## src/rtl/dm_arb_pkg.sv

```systemverilog
// Shared definitions for the two-port data-memory arbiter: default widths,
// requester count and the port-index type used by the round-robin state.
package dm_arb_pkg;

  localparam int ADDR_W_DEF = 7;
  localparam int DATA_W_DEF = 32;
  localparam int NUM_REQ    = 2;

  typedef enum logic {
    PORT0 = 1'b0,
    PORT1 = 1'b1
  } port_idx_t;

  // One-hot grant vector corresponding to a port index.
  function automatic logic [NUM_REQ-1:0] port_onehot(input port_idx_t idx);
    return (idx == PORT1) ? 2'b10 : 2'b01;
  endfunction

endpackage

```

## src/rtl/rr_arb2.sv

```systemverilog
// Two-requester round-robin grant: a lone requester wins at once, and under
// contention the port that lost the most recent fire is granted.
module rr_arb2
  import dm_arb_pkg::*;
(
  input  logic               clka,
  input  logic               rst_n,
  input  logic [NUM_REQ-1:0] i_valid,
  input  logic               i_fire,
  output logic [NUM_REQ-1:0] o_grant
);

  port_idx_t          r_last;
  logic [NUM_REQ-1:0] w_grant;

  // Grant is forced off during reset because it drives the memory directly.
  always_comb begin
    w_grant = '0;
    if (rst_n) begin
      case (i_valid)
        2'b01:   w_grant = 2'b01;
        2'b10:   w_grant = 2'b10;
        2'b11:   w_grant = (r_last == PORT1) ? port_onehot(PORT0) : port_onehot(PORT1);
        default: w_grant = '0;
      endcase
    end
  end

  always_ff @(posedge clka or negedge rst_n) begin
    if (!rst_n) begin
      r_last <= PORT1;
    end else if (i_fire) begin
      r_last <= w_grant[1] ? PORT1 : PORT0;
    end
  end

  assign o_grant = w_grant;

endmodule

```

## src/rtl/dm_arbiter.sv

```systemverilog
// Shares one single-port data memory between the pipeline MEM stage (p0) and
// the loader/debug port (p1); read data returns one cycle after the fire.
module dm_arbiter
  import dm_arb_pkg::*;
#(
  parameter int ADDR_W = ADDR_W_DEF,
  parameter int DATA_W = DATA_W_DEF
) (
  input  logic              clka,
  input  logic              rst_n,
  input  logic              p0_req_valid,
  output logic              p0_req_ready,
  input  logic              p0_req_we,
  input  logic [ADDR_W-1:0] p0_req_addr,
  input  logic [DATA_W-1:0] p0_req_wdata,
  output logic              p0_rsp_valid,
  output logic [DATA_W-1:0] p0_rsp_rdata,
  input  logic              p1_req_valid,
  output logic              p1_req_ready,
  input  logic              p1_req_we,
  input  logic [ADDR_W-1:0] p1_req_addr,
  input  logic [DATA_W-1:0] p1_req_wdata,
  output logic              p1_rsp_valid,
  output logic [DATA_W-1:0] p1_rsp_rdata,
  output logic              mem_en,
  output logic              mem_we,
  output logic [ADDR_W-1:0] mem_addr,
  output logic [DATA_W-1:0] mem_din,
  input  logic [DATA_W-1:0] mem_dout
);

  logic [NUM_REQ-1:0] w_valid;
  logic [NUM_REQ-1:0] w_we;
  logic [NUM_REQ-1:0] w_grant;
  logic [NUM_REQ-1:0] w_fire;
  logic [NUM_REQ-1:0] r_rsp_pend;
  logic [DATA_W-1:0]  w_rsp_rdata [NUM_REQ];

  assign w_valid = {p1_req_valid, p0_req_valid};
  assign w_we    = {p1_req_we, p0_req_we};

  rr_arb2 u_rr_arb2 (
    .clka    (clka),
    .rst_n   (rst_n),
    .i_valid (w_valid),
    .i_fire  (|w_fire),
    .o_grant (w_grant)
  );

  assign w_fire       = w_valid & w_grant;
  assign p0_req_ready = w_grant[0];
  assign p1_req_ready = w_grant[1];

  assign mem_en   = |w_fire;
  assign mem_we   = mem_en & (w_grant[1] ? p1_req_we : p0_req_we);
  assign mem_addr = w_grant[1] ? p1_req_addr  : p0_req_addr;
  assign mem_din  = w_grant[1] ? p1_req_wdata : p0_req_wdata;

  // Response tag: one bit per port marking a read issued last cycle.
  always_ff @(posedge clka or negedge rst_n) begin
    if (!rst_n) begin
      r_rsp_pend <= '0;
    end else begin
      r_rsp_pend <= w_fire & ~w_we;
    end
  end

  for (genvar gi = 0; gi < NUM_REQ; gi++) begin : g_rsp
    assign w_rsp_rdata[gi] = r_rsp_pend[gi] ? mem_dout : '0;
  end

  assign p0_rsp_valid = r_rsp_pend[0];
  assign p1_rsp_valid = r_rsp_pend[1];
  assign p0_rsp_rdata = w_rsp_rdata[0];
  assign p1_rsp_rdata = w_rsp_rdata[1];

endmodule
```

## config.mk

```make
export PLATFORM = sky130hd
export DESIGN_NAME = dm_arbiter
export DESIGN_NICKNAME = d
export VERILOG_FILES = /design/src/rtl/dm_arb_pkg.sv /design/src/rtl/rr_arb2.sv /design/src/rtl/dm_arbiter.sv
export SDC_FILE = /design/constraint.sdc
export NUM_CORES = 1
export LEC_CHECK = 0
export BUFFER_PORTS_ARGS = -buffer_cell sky130_fd_sc_hd__buf_2
export CELL_PAD_IN_SITES_DETAIL_PLACEMENT = 1
export CELL_PAD_IN_SITES_GLOBAL_PLACEMENT = 1
export CORE_MARGIN = 2
export CORE_UTILIZATION = 15
export CTS_BUF_LIST = sky130_fd_sc_hd__clkbuf_4 sky130_fd_sc_hd__clkbuf_8 sky130_fd_sc_hd__clkbuf_16
export DETAILED_ROUTE_END_ITERATION = 8
export PLACE_DENSITY = 0.88
export SYNTH_ARGS = -nofsm -noshare
export SYNTH_HDL_FRONTEND = slang
export SYNTH_SLANG_ARGS = --single-unit
```

## constraint.sdc

```tcl
create_clock -name clka -period 1.71 [get_ports clka]
set_input_delay 0.171 -clock clka [delete_from_list [all_inputs] [get_ports clka]]
set_output_delay 0.171 -clock clka [all_outputs]
set_load 0.005 [all_outputs]
```

==> impl_metrics.env, run 1 <==
export IMPL_slew_violations=0
export IMPL_numCtsBuffers=3
export IMPL_rr_worst_depth=4
export IMPL_hold_start="p0_req_we"
export IMPL_syn_cell_area_um2=1210
export IMPL_synth_edff_count=0
export IMPL_hold_depth=2
export IMPL_crit_path_cell_trace="nand2_4 -> nand3_4 -> buf_6 -> buf_12 -> buf_12 -> mux2_4 -> buf_6"
export IMPL_finalPower_mw=1.01
export IMPL_cts_tree="yes"
export IMPL_hold_end="r_rsp_pend[0]$_DFF_PN0_"
export IMPL_fin_crit_sh_pct=107
export IMPL_ys_warn_count=0
export IMPL_finalCriticalPeriod_ns=1.82
export IMPL_slew_headroom_pct=83.8
export IMPL_critPathTopFamily="flip-flops"
export IMPL_antenna_found_initial=0
export IMPL_place_area_um2=2460
export IMPL_routed_wl_mm=6.17
export IMPL_drc=0
export IMPL_dp_cells=452
export IMPL_seq_power_share_pct=8.6
export IMPL_swShare_pct=28.7
export IMPL_rsz0062_at_grt="yes"
export IMPL_min_path_type="in -> reg"
export IMPL_critPathLaunchType="register"
export IMPL_gp_congestion=0.712
export IMPL_cts_sinks=3
export IMPL_power_frac_comb_pct=69.7
export IMPL_cts_max_level=1
export IMPL_syn_area_per_cell_um2=9.38
export IMPL_io_buffers=224
export IMPL_grt_pass1_vias=1917
export IMPL_die_area_um2=8800
export IMPL_preCtsSetupSlack_ns=0.0484
export IMPL_slowest_stage="dfstp_2"
export IMPL_drive_gt1_share_pct=78.6
export IMPL_yosys_cell_count_top_type="and2_1"
export IMPL_power_internal_uw=724
export IMPL_clock_skew_ns=0.00255
export IMPL_overflow=0
export IMPL_syn_nets=245
export IMPL_pwr_density_cell_nw_per_um2=348
export IMPL_crit_required_ns=1.54
export IMPL_synth_top_area_cell="mux2_4"
export IMPL_initial_utilization_pct=15.6
export IMPL_tns_ns=-2.02
export IMPL_die_y_um=93.8
export IMPL_stdcell_area_um2=2910
export IMPL_end_kind="output port"
export IMPL_timing_hold_ws_ns=0.133
export IMPL_p_leak_nw=1.85
export IMPL_synth_distinct_cells=19
export IMPL_status="finished, violations left"
export IMPL_slowest_delay_ns=0.54
export IMPL_rows=32
export IMPL_regToRegSetupSlack_ns=0.58
export IMPL_nets=486
export IMPL_seq_area_frac_synth_pct=6.31
export IMPL_synthFlopType="dfrtp_1"
export IMPL_worst_slack_ns=-0.113
export IMPL_clock_power_share_pct=21.7
export IMPL_ys_async_sr_fraction_pct=100
export IMPL_setup_viol=37
export IMPL_crit_fanout=5
export IMPL_syn_inst=129
export IMPL_dp_final_hpwl_mm=5.11
export IMPL_finalNonFillerCells=471
export IMPL_track_usage_pct=12.7
export IMPL_power_switching_uw=291
export IMPL_drtIter0Drc=10
export IMPL_synth_top_cell_area_share_pct=47.2
export IMPL_ir_drop_uv=221
export IMPL_finish_utilization_pct=37.5
export IMPL_pin_count=225
export IMPL_wl_per_cell_um=13.1
export IMPL_maxCapViolCount=0
export IMPL_fmax_ghz=0.549
export IMPL_drt_pre_antenna_iters=2
export IMPL_timing_worst_setup_path_type="reg -> out"
export IMPL_synthTopCellsByCount="and2_1, mux2_4, clkbuf_1, buf_6"
export IMPL_reg2reg_to="r_rsp_pend[0]$_DFF_PN0_"
export IMPL_viasPerCell=4.03
export IMPL_r2r_start="u_rr_arb2.r_last$_DFFE_PN1P_"
export IMPL_violations="setup timing"
export IMPL_synth_seq_cells=3
export IMPL_cts_buffer_depth=2
export IMPL_tightest_slew_ns=0.243
export IMPL_die_w_um=93.8
export IMPL_grt_pass1_wl_mm=8.96
export IMPL_fillers=989
export IMPL_clock_latency_ns=0.21
export IMPL_core_um2=7770
export IMPL_synthTopCellsByArea="mux2_4, and2_1, dfrtp_1, buf_6, dfstp_2"
export IMPL_antennaDiodeCount=0
export IMPL_postRouteAntennaNets=0
export IMPL_worstPathArrival_ns=1.65
export IMPL_clkTransAtPathRegs_ns=0.03
export IMPL_grt_max_degree=34
export IMPL_vias=1896
export IMPL_crit_buf_inv=4
export IMPL_cts_root_buf="clkbuf_8"
export IMPL_hold_viol=0
export IMPL_syn_to_final_growth_pct=141
[power by group through the flow]
stage / logic (mW) / registers, mW / clock network (mW)
2_1_floorplan: 0.257 / 0.0879 / 0
3_3_place_gp: 0.530 / 0.0864 / 0
3_5_place_dp: 0.547 / 0.0870 / 0
4_1_cts: 0.702 / 0.0871 / 0.229
5_1_grt: 0.764 / 0.0875 / 0.244
6_report: 0.707 / 0.0870 / 0.221
[layout by cell type (no fill, tap or decap)]
cell / netlist / layout
buf_2: 0 / 197
and2_1: 64 / 64
mux2_4: 38 / 39
buf_6: 4 / 32
buf_4: 0 / 8
clkbuf_8: 0 / 3
buf_16: 0 / 3
buf_12: 0 / 3
nand3_1: 2 / 2
dlygate4sd3_1: 0 / 2
dfrtp_1: 2 / 2
nand2b_1: 1 / 1
and3_1: 1 / 1
nor2b_1: 1 / 1
nand2_4: 0 / 1
nand3_4: 1 / 1
inv_1: 1 / 1
nor2_1: 1 / 1
o21a_1: 1 / 1
a21boi_0: 1 / 1
a21oi_1: 1 / 1
a31oi_1: 1 / 1
clkbuf_4: 0 / 1
buf_8: 0 / 1
dfstp_2: 1 / 1
[state kept, by name, indices dropped and copies added (netlist names)]
signal,count
u_rr_arb2.r_last,1
r_rsp_pend,2
[how the worst max path moves through the flow]
stage,start,to,depth (start not counted)
2_1_floorplan,u_rr_arb2.r_last$_DFFE_PN1P_,mem_addr[0],4
3_3_place_gp,u_rr_arb2.r_last$_DFFE_PN1P_,mem_din[16],5
3_5_place_dp,u_rr_arb2.r_last$_DFFE_PN1P_,mem_din[15],5
4_1_cts,u_rr_arb2.r_last$_DFFE_PN1P_,mem_din[15],7
5_1_grt,u_rr_arb2.r_last$_DFFE_PN1P_,mem_din[15],7
6_report,u_rr_arb2.r_last$_DFFE_PN1P_,mem_din[15],7
[layer usage]
layer  part of all wire, %  track usage [%]
met5                     0                0
met4                   2.0             4.23
met3                    12             4.33
met2                    53             25.6
met1                    32             11.5
[worst reg2reg max path: stages (launching register included)]
cell and delay, ns:
dfstp_2 0.54, buf_4 0.12, nand2b_1 0.11, and3_1 0.17
nor2b_1 0.12
[cells by family after synthesis]
logic type | synth area share [%]
and+or+nand+nor | 37.5
muxes | 48.1
buffers and inverters | 5.89
AOI/OAI and AO/OA | 2.17
DFF | 6.31
[area by class of cell]
class	count	area, µm²	share of cell area [%]
sequential	3	76.3	2.62
tap	102	128	4.38
multi-input combinational	115	1070	36.8
timing repair buffer	246	1580	54.4
inverter	1	3.75	0.129
clock buffer	4	48.8	1.67
[repair_timing]
| item | in CTS | in global routing |
|---|---|---|
| setup buffers | 9 | 2 |
| gates cloned | 3 | 0 |
| hold endpoints to repair | 2 | 0 |
| endpoints found under the setup margin | 37 | 39 |
| resized for setup | 38 | 3 |
| hold buffers | 2 | 0 |
| pin swaps | 2 | 0 |
Note: power is estimated with default switching activity, not from simulation.
==> run 2, diff against run 1 <==
Clock period 1.71 ns to 1.7 ns, I/O delays scaled along.
==> run 2 against run 1 <==
The flow still finishes with violations (setup timing). Clock power increased by 2%. Routed wire length decreased by 2.5%. Combinational power decreased by 9.5%. Power decreased by 6.0%. Sequential share of layout area increased by 0.16 points. Cell count decreased by 0.85%. Worst hold slack got worse by 0.0033 ns. Clock-buffer cell count unchanged. Setup slack got worse by 0.019 ns. Global-route usage decreased by 0.30 points. First-iteration DRC count increased by 60%.
==> impl_metrics.env, run 2 (synthesized netlist as in run 1, its figures left out) <==
export IMPL_seq_power_share_pct=9.2
export IMPL_grt_pass1_vias=1907
export IMPL_finalPower_uw=954
export IMPL_setup_viol=34
export IMPL_drive_gt1_share_pct=78.4
export IMPL_swShare_pct=29.5
export IMPL_rows=32
export IMPL_grt_pass1_wl_mm=8.78
export IMPL_overflow=0
export IMPL_fmax_ghz=0.546
export IMPL_nets=482
export IMPL_cts_root_buf="clkbuf_8"
export IMPL_die_w_um=93.8
export IMPL_clock_skew_ns=0.00102
export IMPL_crit_end="mem_din[6]"
export IMPL_postRouteAntennaNets=0
export IMPL_crit_fanout=5
export IMPL_initial_utilization_pct=15.6
export IMPL_core_um2=7770
export IMPL_gp_congestion=0.712
export IMPL_die_area_um2=8800
export IMPL_slew_headroom_pct=83.8
export IMPL_drtIter0Drc=16
export IMPL_syn_to_final_growth_pct=127
export IMPL_final_common_cell="buf_2"
export IMPL_numCtsBuffers=3
export IMPL_p_leak_nw=1.77
export IMPL_crit_required_ns=1.53
export IMPL_wl_per_cell_um=12.9
export IMPL_power_internal_uw=673
export IMPL_power_switching_uw=281
export IMPL_clock_power_share_pct=23.7
export IMPL_cts_tree="yes"
export IMPL_vias=1877
export IMPL_clkTransAtPathRegs_ns=0.03
export IMPL_end_kind="output port"
export IMPL_mostFrequentLayoutCells="buf_2, and2_1, mux2_4"
export IMPL_rr_worst_depth=4
export IMPL_regToRegSetupSlack_ns=0.57
export IMPL_crit_path_cell_trace="nand2_4 -> nand3_4 -> buf_6 -> buf_12 -> buf_12 -> mux2_4 -> buf_6"
export IMPL_clock_latency_ns=0.22
export IMPL_status="finished, violations left"
export IMPL_slowest_stage="dfstp_2"
export IMPL_grt_max_degree=34
export IMPL_antennaDiodeCount=0
export IMPL_reg2reg_to="r_rsp_pend[0]$_DFF_PN0_"
export IMPL_worst_slack_ns=-0.131
export IMPL_min_path_type="in -> reg"
export IMPL_worstPathArrival_ns=1.66
export IMPL_drc=0
export IMPL_largest_reg_flops=2
export IMPL_cts_buffer_depth=2
export IMPL_slew_violations=0
export IMPL_tightest_slew_ns=0.243
export IMPL_place_area_um2=2460
export IMPL_pin_count=225
export IMPL_violations="setup timing"
export IMPL_viasPerCell=4.02
export IMPL_power_frac_comb_pct=67.1
export IMPL_rsz0062_at_grt="yes"
export IMPL_dp_final_hpwl_mm=5.14
export IMPL_max_flop_register="r_rsp_pend"
export IMPL_finish_utilization_pct=35.3
export IMPL_io_buffers=224
export IMPL_ir_drop_uv=234
export IMPL_stdcell_area_um2=2750
export IMPL_antenna_found_initial=0
export IMPL_slowest_delay_ns=0.55
export IMPL_cts_sinks=3
export IMPL_critPathLaunchType="register"
export IMPL_drt_pre_antenna_iters=4
export IMPL_r2r_start="u_rr_arb2.r_last$_DFFE_PN1P_"
export IMPL_routed_wl_mm=6.01
export IMPL_track_usage_pct=12.4
export IMPL_finalCriticalPeriod_ns=1.83
export IMPL_cts_max_level=1
export IMPL_die_y_um=93.8
export IMPL_pwr_density_cell_nw_per_um2=347
export IMPL_fin_crit_sh_pct=108
export IMPL_timing_worst_setup_path_type="reg -> out"
export IMPL_hold_viol=0
export IMPL_fillers=1003
export IMPL_top_regs="r_rsp_pend x2, u_rr_arb2.r_last x1"
export IMPL_maxCapViolCount=0
export IMPL_crit_start="u_rr_arb2.r_last$_DFFE_PN1P_"
==> run 2: cell types whose count changed in the layout (fill, tap and decap cells not counted), sizes merged <==
cell	previous run	this run
buf	244	240
==> run 2: power groups by stage <==
stage	logic, mW	clock network [mW]	registers (mW)
2_1_floorplan	0.259	0	0.0884
3_3_place_gp	0.533	0	0.0869
3_5_place_dp	0.551	0	0.0874
4_1_cts	0.658	0.235	0.0875
5_1_grt	0.698	0.245	0.0887
6_report	0.640	0.226	0.0879
==> run 2: worst min-delay path by stage <==
| stage | startpoint | to | slack [ns] | cells past startpoint |
|---|---|---|---|---|
| after floorplan | rst_n | r_rsp_pend[0]$_DFF_PN0_ | -0.13 | 0 |
| after global placement | rst_n | r_rsp_pend[1]$_DFF_PN0_ | 0.02 | 1 |
| after detailed placement | rst_n | r_rsp_pend[1]$_DFF_PN0_ | 0.02 | 1 |
| after CTS | p0_req_we | r_rsp_pend[0]$_DFF_PN0_ | 0.12 | 2 |
| after global routing | p0_req_we | r_rsp_pend[0]$_DFF_PN0_ | 0.12 | 2 |
| final | p0_req_we | r_rsp_pend[0]$_DFF_PN0_ | 0.13 | 2 |
==> run 2: repair_timing <==
| action | 4_1_cts | 5_1_grt |
|---|---|---|
| endpoints found under the hold margin | 2 | 0 |
| gates resized for setup | 22 | 1 |
| gates cloned | 2 | 0 |
| pin swaps | 2 | 0 |
| hold buffers | 2 | 0 |
| setup endpoints to repair | 37 | 39 |
| buffers inserted | 10 | 1 |
==> run 2: routing by layer <==
layer / share of wire [%] / GRT usage (%) / up-vias
met5: 0 / 0 / -
met4: 0.35 / 2.78 / 0
met3: 11 / 3.77 / 2
met2: 54 / 24.9 / 135
met1: 34 / 12.1 / 841
li1: - / - / 899
==> run 2: layout make-up <==
| cell class | instances | area, µm² | area share (%) |
|---|---|---|---|
| timing repair buffer | 242 | 1420 | 51.7 |
| multi-input combinational | 115 | 1070 | 39.0 |
| tap | 102 | 128 | 4.65 |
| sequential | 3 | 76.3 | 2.78 |
| clock buffer | 4 | 48.8 | 1.78 |
| inverter | 1 | 3.75 | 0.137 |
==> run 2: per-stage QoR <==
stage / std cells / hold slack, ns / setup slack [ns] / TNS [ns]
final: 467 / 0.130 / -0.131 / -2.04
after global routing: 467 / 0.121 / -0.191 / -4.19
after CTS: 468 / 0.123 / -0.151 / -3.25
after detailed placement: 452 / 0.0241 / 0.0300 / 0
after global placement: 452 / 0.0173 / 0.0934 / 0
after floorplan: 129 / -0.126 / 0.309 / 0
==> run 2: critical path: cells and delay by family, from the launching register on <==
| family | cells | cell delay (ns) |
|---|---|---|
| buffers and inverters | 4 | 0.46 |
| AND/OR/NAND/NOR | 2 | 0.13 |
| multiplexers | 1 | 0.30 |
| flip-flops | 1 | 0.55 |
==> run 3, diff against run 2 <==
Settings changed: ABC_CLOCK_PERIOD_IN_PS set to 1700, CORE_ASPECT_RATIO set to 0.6, RECOVER_POWER set to 25.
==> run 3 against run 2 <==
The flow still finishes with violations (setup timing). Cell area rose by 1.8%. Utilization rose by 0.26 points. Clock power rose by 70%. Critical path depth fell by 1. Cell count fell by 0.43%. Sequential cell count did not move. Combinational power rose by 3%. First-iteration DRC count rose by 69%. Clock skew barely moved. Clock-buffer cell count did not move. Sequential share of layout area barely moved. Power rose by 19%. Critical endpoint is now mem_din[21]. Largest power group unchanged. Highest routed layer unchanged.
==> impl_metrics.env, run 3 (synthesized netlist as in run 1, its figures left out) <==
export IMPL_fin_crit_sh_pct=106
export IMPL_crit_fanout=10
export IMPL_ir_drop_uv=213
export IMPL_die_area_um2=8820
export IMPL_clock_skew_ns=0.00131
export IMPL_antennaDiodeCount=0
export IMPL_crit_buf_inv=3
export IMPL_numCtsBuffers=3
export IMPL_crit_required_ns=1.53
export IMPL_end_kind="output port"
export IMPL_preCtsSetupSlack_ns=0.0641
export IMPL_viasPerCell=3.88
export IMPL_rsz0062_at_grt="yes"
export IMPL_wl_per_cell_um=14.3
export IMPL_clkTransAtPathRegs_ns=0.03
export IMPL_critPathLaunchType="register"
export IMPL_postRouteAntennaNets=0
export IMPL_grt_pass1_vias=1798
export IMPL_dp_cells=456
export IMPL_antenna_found_initial=0
export IMPL_overflow=0
export IMPL_die_w_um=120
export IMPL_cts_sinks=3
export IMPL_mostFrequentLayoutCells="buf_2, and2_1, mux2_4"
export IMPL_clock_latency_ns=0.22
export IMPL_slowest_delay_ns=0.54
export IMPL_critPathTopFamily="flip-flops"
export IMPL_min_path_type="in -> reg"
export IMPL_pin_count=225
export IMPL_fillers=985
export IMPL_core_um2=7850
export IMPL_worst_slack_ns=-0.102
export IMPL_vias=1803
export IMPL_pwr_density_cell_nw_per_um2=405
export IMPL_maxCapViolCount=0
export IMPL_violations="setup timing"
export IMPL_max_flop_register="r_rsp_pend"
export IMPL_crit_path_cell_trace="nand2_2 -> nand3_4 -> buf_12 -> buf_12 -> mux2_4 -> buf_6"
export IMPL_gp_congestion=0.775
export IMPL_dp_final_hpwl_mm=5.47
export IMPL_cts_max_level=1
export IMPL_finalNonFillerCells=465
export IMPL_top_regs="r_rsp_pend x2, u_rr_arb2.r_last x1"
export IMPL_cts_tree="yes"
export IMPL_initial_utilization_pct=15.4
export IMPL_cpMostUsedCell="buf_12"
export IMPL_syn_to_final_growth_pct=131
export IMPL_drive_gt1_share_pct=77.6
export IMPL_routed_wl_mm=6.66
export IMPL_timing_hold_ws_ns=0.126
export IMPL_rows=25
export IMPL_nets=474
export IMPL_cts_buffer_depth=2
export IMPL_slew_violations=0
export IMPL_largest_reg_flops=2
export IMPL_grt_pass1_wl_mm=9.40
export IMPL_tightest_slew_ns=0.479
export IMPL_slowest_stage="dfstp_2"
export IMPL_track_usage_pct=13.4
export IMPL_cts_root_buf="clkbuf_16"
export IMPL_status="finished, violations left"
export IMPL_setup_viol=29
export IMPL_grt_max_degree=34
export IMPL_final_common_cell="buf_2"
export IMPL_slew_headroom_pct=68.1
export IMPL_io_buffers=224
export IMPL_timing_worst_setup_path_type="reg -> out"
export IMPL_worstPathArrival_ns=1.63
export IMPL_hold_viol=0
export IMPL_drtIter0Drc=27
export IMPL_die_y_um=73.6
export IMPL_drc=0
export IMPL_finalCriticalPeriod_ns=1.80
export IMPL_tns_ns=-2.43
export IMPL_fmax_ghz=0.555
export IMPL_p_leak_nw=1.77
export IMPL_drt_pre_antenna_iters=4
-- run 3: metal layers --
| layer | vias up | GRT usage [%] | share of wire (%) |
|---|---|---|---|
| li1 | 883 | - | - |
| met1 | 846 | 16.8 | 40 |
| met2 | 68 | 24.7 | 54 |
| met3 | 6 | 1.48 | 4.7 |
| met4 | 0 | 3.27 | 0.95 |
| met5 | - | 0 | 0 |
-- run 3: layout make-up --
class,instances,area [µm²],share of cell area (%)
Timing Repair Buffer,234,1430,51.3
Clock buffer,4,82.6,2.95
Inverter,1,3.75,0.134
Tap cell,108,135,4.83
Sequential cell,3,76.3,2.73
Multi-Input combinational cell,115,1060,38.1
-- run 3: per-stage QoR --
step	instance area [µm²]	utilization (%)	power, mW
floorplan	1210	-	0.347
detailed placement	2470	31.5	0.645
global placement	2470	31.5	0.625
CTS	2820	36.0	1.15
global route	2800	35.6	1.20
finish	2800	35.6	1.13
-- run 3: power breakdown --
part           internal [mW]  switching [mW]
clock network          0.325          0.0589
logic                  0.425           0.236
registers             0.0823         0.00511
total                  0.832           0.300
-- run 3: worst paths after layout --
kind                                                    from                      endpoint  slack, ns  cells past startpoint
worst max-delay path            u_rr_arb2.r_last$_DFFE_PN1P_                   mem_din[21]      -0.10                      6
worst min-delay path                               p1_req_we       r_rsp_pend[1]$_DFF_PN0_       0.13                      2
worst max register to register  u_rr_arb2.r_last$_DFFE_PN1P_       r_rsp_pend[0]$_DFF_PN0_       0.52                      4
worst min register to register  u_rr_arb2.r_last$_DFFE_PN1P_  u_rr_arb2.r_last$_DFFE_PN1P_       0.70                      3
max in group asynchronous                              rst_n  u_rr_arb2.r_last$_DFFE_PN1P_       1.12                      2
min in group asynchronous                              rst_n       r_rsp_pend[1]$_DFF_PN0_       0.40                      2
-- run 3: timing repair --
item | CTS | global route
setup endpoints to repair | 38 | 39
pin swaps | 1 | 0
cloned | 1 | 0
endpoints found under the hold margin | 2 | 0
hold buffers | 2 | 0
resized for setup | 31 | 1
buffers inserted | 4 | 0
